--- src/rtl/gate_seq_pkg.sv ---
// Shared types and constants for the gate vector sequencer and its reference model.
package gate_seq_pkg;

  localparam int MAX_N_IN = 8;

  typedef enum logic [1:0] {
    OP_AND  = 2'd0,
    OP_OR   = 2'd1,
    OP_XOR  = 2'd2,
    OP_NAND = 2'd3
  } op_e;

  typedef enum logic [1:0] {
    IDLE  = 2'd0,
    DRIVE = 2'd1,
    DONE  = 2'd2
  } state_e;

endpackage

--- src/rtl/gate_vector_sequencer_ref.sv ---
// gate_ref_model: combinational expected-output function, a reduction of stim selected by OP.
module gate_ref_model
  import gate_seq_pkg::*;
#(
  parameter int N_IN = 2,
  parameter int OP   = 0
) (
  input  logic [N_IN-1:0] stim,
  output logic            exp_bit
);

  localparam op_e OP_SEL = op_e'(OP[1:0]);

  always_comb begin
    exp_bit = &stim;
    case (OP_SEL)
      OP_AND:  exp_bit = &stim;
      OP_OR:   exp_bit = |stim;
      OP_XOR:  exp_bit = ^stim;
      OP_NAND: exp_bit = ~&stim;
      default: exp_bit = &stim;
    endcase
  end

endmodule

--- src/rtl/gate_vector_sequencer.sv ---
// Exhaustive stimulus sweep plus response check for a small combinational gate.
// Optional per-vector response capture is enabled by defining GATE_SEQ_LOG_EN.
module gate_vector_sequencer
  import gate_seq_pkg::*;
#(
  parameter int N_IN = 2,
  parameter int HOLD = 5,
  parameter int OP   = 0
) (
  input  logic              clk,
  input  logic              rst,
  input  logic              start,
  input  logic              dut_out,
  output logic [N_IN-1:0]   stim,
  output logic              busy,
  output logic              done,
  output logic              pass,
  output logic [N_IN:0]     err_cnt
`ifdef GATE_SEQ_LOG_EN
  ,
  output logic [2**N_IN-1:0] result_log
`endif
);

  localparam int          EW        = N_IN + 1;
  localparam logic [7:0]  HOLD_LAST = 8'(HOLD - 1);

  state_e     state;
  logic [7:0] hold_cnt;
  logic       exp_bit;
  logic       sample;
  logic       mismatch;

  gate_ref_model #(
    .N_IN (N_IN),
    .OP   (OP)
  ) u_ref (
    .stim    (stim),
    .exp_bit (exp_bit)
  );

  // dut_out is used unregistered: the gate settles within the hold window.
  assign sample   = (state == DRIVE) && (hold_cnt == HOLD_LAST);
  assign mismatch = (dut_out != exp_bit);

  always_ff @(posedge clk) begin
    if (rst) begin
      state    <= IDLE;
      stim     <= '0;
      hold_cnt <= '0;
      err_cnt  <= '0;
    end else begin
      case (state)
        IDLE, DONE: begin
          if (start) begin
            state    <= DRIVE;
            stim     <= '0;
            hold_cnt <= '0;
            err_cnt  <= '0;
          end
        end
        DRIVE: begin
          if (sample) begin
            if (mismatch && !(&err_cnt))
              err_cnt <= err_cnt + EW'(1);
            hold_cnt <= '0;
            // Final vector stays on stim after the sweep ends.
            if (&stim)
              state <= DONE;
            else
              stim <= stim + N_IN'(1);
          end else begin
            hold_cnt <= hold_cnt + 8'd1;
          end
        end
        default: state <= IDLE;
      endcase
    end
  end

  assign busy = (state == DRIVE);
  assign done = (state == DONE);
  assign pass = done && (err_cnt == '0);

`ifdef GATE_SEQ_LOG_EN
  always_ff @(posedge clk) begin
    if (rst)
      result_log <= '0;
    else if (start && (state != DRIVE))
      result_log <= '0;
    else if (sample)
      result_log[stim] <= dut_out;
  end
`endif

endmodule

--- config.mk ---
export PLATFORM = sky130hd
export DESIGN_NAME = gate_vector_sequencer
export DESIGN_NICKNAME = d
export VERILOG_FILES = /design/src/rtl/gate_seq_pkg.sv /design/src/rtl/gate_vector_sequencer_ref.sv /design/src/rtl/gate_vector_sequencer.sv
export SDC_FILE = /design/constraint.sdc
export NUM_CORES = 1
export LEC_CHECK = 0
export CORE_UTILIZATION = 35
export CTS_CLUSTER_DIAMETER = 50
export DETAILED_ROUTE_END_ITERATION = 6
export PLACE_DENSITY = 0.6
export SYNTH_ARGS = -nofsm -noshare
export SYNTH_HDL_FRONTEND = slang
export SYNTH_SLANG_ARGS = --single-unit
--- constraint.sdc ---
create_clock -name clk -period 1.5 [get_ports clk]
set_input_delay 0.45 -clock clk [delete_from_list [all_inputs] [get_ports clk]]
set_output_delay 0.45 -clock clk [all_outputs]
set_load 0.1 [all_outputs]
After elaboration in Yosys (flattened, before gate mapping)
Index checks and enable logic that the tools add are counted.
{ "totals": {"reg_bits": 15, "out_inout_bits": 8, "wordCells": 45} }
{ "classes": {"add_sub_neg": 3, "n_eq_ne": 9, "mux": 15, "n_reduce_logical": 14} }
{ "op_table": {"columns": ["cell", "n"], "rows": [
  ["$mux 8", 2],
  ["$pmux 8 s2", 1],
  ["$mux 2", 6],
  ["$mux 3", 3],
  ["$add 8x1->8 const B", 1],
  ["$eq 8x3->1 const B", 1],
  ["$pmux 2 s2", 2],
  ["$reduce_and 4->1", 2],
  ["$ne 2x1->1 const B", 3],
  ["$pmux 3 s2", 1],
  ["$reduce_and 3->1", 2],
  ["$ne 2x2->1 const B", 2],
  ["$reduce_and 2->1", 2],
  ["$add 3x1->3 const B", 1],
  ["$logic_and 1x1->1", 3],
  ["$logic_not 3->1", 1],
  ["$add 2x1->2 const B", 1],
  ["$eq 2x1->1 const B", 1],
  ["$eq 2x2->1 const B", 1],
  ["$logic_not 2->1", 1],
  ["$reduce_bool 2->1", 1],
  ["$reduce_or 2->1", 1],
  ["$logic_not 1->1", 1],
  ["$ne 1x1->1", 1]
]} }

Depth between registers and ports, before layout
{ "logic_depth": {"ltp_word": 6, "ltp_mapped": 6, "ltp_nobuf": 6} }

By module
A second synthesis with hierarchy kept.
{ "unflattened": {"cells_unflattened": 100, "hier_area_um2": 854.6} }
{ "modules_own_cells": {"columns": ["module", "n_inst", "cells_per_inst", "area_per_inst_um2"], "rows": [
  ["gate_vector_sequencer", 1, 99, 848.3],
  ["gate_ref_model", 1, 1, 6.3]
]} }

Worst setup path before layout
Ideal clock, no wire load.
{ "synth_timing": {"path_kind": "register to output", "start": "register state[1]", "end": "output pass", "arrival_time_ps": 2694, "t_required_ps": 1050, "path_slack_ps": -1644, "path_stages_with_launch": 3, "n_path_buf": 0, "path_cell_list": "dfxtp_1 nor2b_1 and3b_1"} }
{ "synth_via": {"elab_chain_len": 2} }
{ "synth_lines": {"columns": ["item", "line", "text"], "rows": [
  ["start, declared", "gate_vector_sequencer.sv:28", "state_e state;"],
  ["start signal, assigned", "gate_vector_sequencer.sv:48", "state <= IDLE;"],
  ["start signal, assigned", "gate_vector_sequencer.sv:56", "state <= DRIVE;"],
  ["start signal, assigned", "gate_vector_sequencer.sv:69", "state <= DONE;"],
  ["$eq 2x2->1", "gate_vector_sequencer.sv:82", "assign done = (state == DONE);"],
  ["net done", "gate_vector_sequencer.sv:16", "output logic done,"],
  ["$logic_and 1x1->1", "gate_vector_sequencer.sv:83", "assign pass = done && (err_cnt == '0);"],
  ["end, declared", "gate_vector_sequencer.sv:17", "output logic pass,"]
]} }
The timed path passes the listed nets, and every way through them passes these cells.

Worst setup path after layout
{ "layout_timing": {"start": "register err_cnt[1]", "end": "output pass"} }
{ "layout_via": {"elab_chain_len": 2} }
{ "layout_lines": {"columns": ["item", "line", "text"], "rows": [
  ["start, declared", "gate_vector_sequencer.sv:18", "output logic [N_IN:0] err_cnt"],
  ["start signal, assigned", "gate_vector_sequencer.sv:65", "err_cnt <= err_cnt + EW'(1);"],
  ["$logic_not 3->1", "gate_vector_sequencer.sv:83", null],
  ["$logic_and 1x1->1", "gate_vector_sequencer.sv:83", null]
]} }
Every way passes these cells.

==> impl_summary.txt <==
----------------------------------------------------
[Worst hold path]
  Worst min-delay path category ... reg -> reg
  Min-Delay Startpoint ... state[1]
  Hold Crit Endpoint ... state[1]
  Worst hold path depth ... 2

[Worst setup path]
  Slowest cell on crit path ... dfxtp_4
  Delay contributed by the slowest stage of the critical path ... 0.36 ns
  Kind of end point of the critical path ... output pin
  Startpoint of the worst setup timing path ... err_cnt[1]
  Reg-to-reg startpoint ... hold_cnt[1]
  Register-to-Register Setup Slack ... -0.16 ns
  End of the worst register-to-register path ... stim[1]
  CP Cell Sequence ... buf_6, inv_4, ha_4, and3b_4, buf_12
  Max FO, Critical Path ... 2
  Required time reported for the critical path endpoint ... between 1 and 1.5 ns
  Critical path type ... reg -> out
  Data arrival, critical path ... approximately 1.3 ns
  Cell count of the worst reg-to-reg path ... 8
  Startpoint class of the critical path ... flop

[STA]
  Final count of hold timing violations ... 0
  Transition at the pin with the smallest max-transition slack ... 0.333 ns
  Final critical path time including I/O delays and setup ... 1.74 ns
  Highest Clock Rate ... ~0.58 GHz
  Clock skew after layout ... between 0.003 and 0.004 ns
  Post-route fraction of the period consumed by the critical path ... 116%
  Final setup violation count ... 11
  Max-slew violation count ... 0
  Minimum setup slack in the final design ... -0.239 ns
  RSZ-0062 raised after global routing ... true
  Slew margin rel. ... between 70% and 80%

[Synthesis]
  Net count after synthesis ... 109
  #FFs+latches synth ... 15
  Distinct cell type count of the synthesized netlist ... 30
  Mean Syn Cell Area ... about 8.6 µm²
  Register area share after synthesis ... between 30% and 40%
  Gate count after technology mapping ... between 90 and 100
  Number of warning messages in the yosys log ... 0
  Post-synth ARST share ... 0%
  Number of enable flip-flop cells after synthesis ... 0
  Summed instance area of the synthesized netlist ... around 850 µm²
  Dominant register cell in the synthesized netlist ... dfxtp_1

[Routing]
  Final routed wirelength across all metal layers ... 2520 µm
  Mean number of vias per cell ... between 5 and 6
  Initial DRC count ... 6
  Total via count in the routed design ... 928
  DRC ... 0
  DRT Pass-1 Iters ... 4
  Count of nets left with antenna violations after detail routing ... 0
  Per-cell routed wire length ... around 14 µm

[Cells and area]
  Share of final-layout standard cells stronger than drive strength 1 ... about three fifths
  Inserted Diodes ... 0
  Post-route non-filler standard cell count ... between 150 and 200
  Number of fill cells in the layout ... 189
  FF/Latch Area ... 327 µm²
  Net total in the final layout ... approximately 160
  Area occupied by multi-input gates ... approximately 660 µm²
  Layout overhead on the synthesized area ... 83.6%

[Floorplan]
  Top-Level Pins ... 12
  Vertical die dimension ... between 50 and 60 µm
  Floorplan die width ... approximately 51 µm
  Core area ... 0.00225 mm²
  Starting Density ... between 30% and 40%
  # rows ... 17
  Die area ... 0.00262 mm²

[Global route]
  Global Route Usage Sum ... 21.0%
  Grt total ovfl ... 0
  Global-route wire length before repair ... between 4000 and 5000 µm
  Initial antenna violation count ... 0
  Pin count of the biggest net entering global routing ... 10
  Via count of the first global-routing pass ... 930

[Clocking]
  Clock slew at reported path FFs ... roughly 0.090 ns
  Cell at the root of the clock tree ... clkbuf_4
  Maximum level of the CTS H-tree ... 1
  Clock tree from TritonCTS ... yes
  Clk_lat worst skew ... just under 0.3 ns
  Number of buffers inserted during clock tree synthesis ... 3
  Clk sink count ... 15
  Max Root-Sink Buffers ... 2
  Count of hold buffers inserted by post-cts repair ... 0

[Placed design]
  Buffers added on ports ... 11
  Detail Placement HPWL ... roughly 1700 µm
  Placed instance count ... between 150 and 200
  Minimum setup slack after placement ... -0.308 ns
  Last weighted congestion value of the routability-driven placer ... about 0.8

[Flow run]
  Max-capacitance violation count ... 0

[Outcome]
  Run status ... finished, violations left
  Violated checks ... negative setup slack

[Power and ir drop]
  Power per Cell Area ... between 500 and 600 mW/mm²
  Leakage power summed over all cells ... between 0.0006 and 0.0007 µW
  Peak supply drop ... 463 µV

----------------------------------------------------
-- logic make-up after synthesis --
group           after synthesis  synth area share (%)
fa+ha+maj                     6                  8.85
buf+inv                       9                  3.98
compound gates               28                  21.5
simple gates                 38                  27.1
flops                        15                  35.4
xor+xnor                      3                  3.10
-- worst max path at each step --
stage | to | depth (start not counted)
after global routing | pass | 5
final | pass | 5
after floorplan | pass | 2
after detailed placement | err_cnt[0] | 5
after global placement | err_cnt[0] | 5
after CTS | pass | 5
-- report_power, final --
group	total (µW)	leakage [µW]	switching (µW)	internal [µW]
clock	242	0.0000177	142	99.3
combinational	273	0.000476	140	133
sequential	411	0.000127	10.2	400
-- routing by layer --
metal	share of wire, %	wire length [µm]	global-route usage, %
met5	0	0	0
met4	1.3	32	9.46
met3	2.2	55	2.68
met2	51	1290	36.8
met1	45	1150	25.4
-- registers in the layout, summed over array words and instances, names as in the netlist --
register / cells
state: 2
hold_cnt: 8
stim: 2
err_cnt: 3
-- area by class of cell --
| class | instances | area share, % |
|---|---|---|
| Tap cell | 28 | 2.25 |
| Inverter | 7 | 2.01 |
| Sequential cell | 15 | 21.0 |
| Clock inverter | 1 | 0.321 |
| Multi-Input combinational cell | 75 | 42.2 |
| Clock buffer | 3 | 1.45 |
| Timing Repair Buffer | 46 | 30.8 |
-- critical path: cells and delay by family (launching register included) --
family | cells | cell delay, ns
and+or+nand+nor | 1 | 0.20
adders and majority gates | 1 | 0.11
DFF | 1 | 0.36
buffers and inverters | 3 | 0.34
-- Yosys cell counts, types with 2 or more instances --
cell type	number	area [µm²]
dfxtp_1	15	300
a21oi_1	10	50.1
inv_1	7	26.3
nand2_1	7	26.3
ha_1	6	75.1
nor2_1	6	22.5
o21ai_0	5	25.0
a31oi_1	4	25.0
nor3_1	4	20.0
nand3b_1	3	22.5
or3_1	3	18.8
a211oi_1	2	15.0
a22o_1	2	17.5
a41oi_1	2	17.5
and3_1	2	12.5
clkbuf_1	2	7.51
nand2b_1	2	12.5
nand3_1	2	10.0
nand4_1	2	12.5
nor2b_1	2	12.5
xnor2_1	2	17.5
-- metrics by stage --
step / power [µW] / setup TNS (ns) / area (µm²) / utilization (%) / hold WS, ns
6_report: 925 / -1.17 / 1560 / 69.1 / 0.502
5_1_grt: 965 / -2.13 / 1560 / 69.1 / 0.531
4_1_cts: 913 / -0.760 / 1480 / 65.5 / 0.489
3_5_place_dp: 625 / -3.31 / 1300 / 57.8 / 0.468
3_3_place_gp: 623 / -2.86 / 1300 / 57.8 / 0.465
2_1_floorplan: 528 / -0.887 / 892 / - / 0.449
-- repair_timing --
item / 4_1_cts / 5_1_grt
buffers inserted: 8 / 2
endpoints found under the hold margin: 0 / 0
resized for setup: 28 / 19
setup endpoints to repair: 15 / 16
pin swaps: 8 / 9
cloned: 0 / 0
-- layout by cell type (no fill, tap or decap), types with 2 or more instances in the layout --
cell type	netlist	layout
nand3b_1	3	3
o21ai_0	5	2
inv_4	0	2
nand4_1	2	2
a41oi_2	1	3
dfxtp_4	0	6
xnor2_1	2	2
ha_2	0	2
ha_1	6	2
clkbuf_4	0	3
nor2_1	6	6
or3_1	3	2
dfxtp_2	0	3
nand3_1	2	2
buf_4	0	28
dfxtp_1	15	6
o21ai_1	0	2
buf_6	0	7
a22o_1	2	2
a21oi_2	1	4
a31oi_1	4	3
nor2b_4	0	2
clkdlybuf4s50_1	0	3
a21oi_1	10	6
inv_1	7	2
nor3_1	4	4
nor3b_2	1	2
inv_2	0	3
ha_4	0	2
buf_12	0	8
nand2_1	7	6
Note: power is estimated with default switching activity, not from simulation.
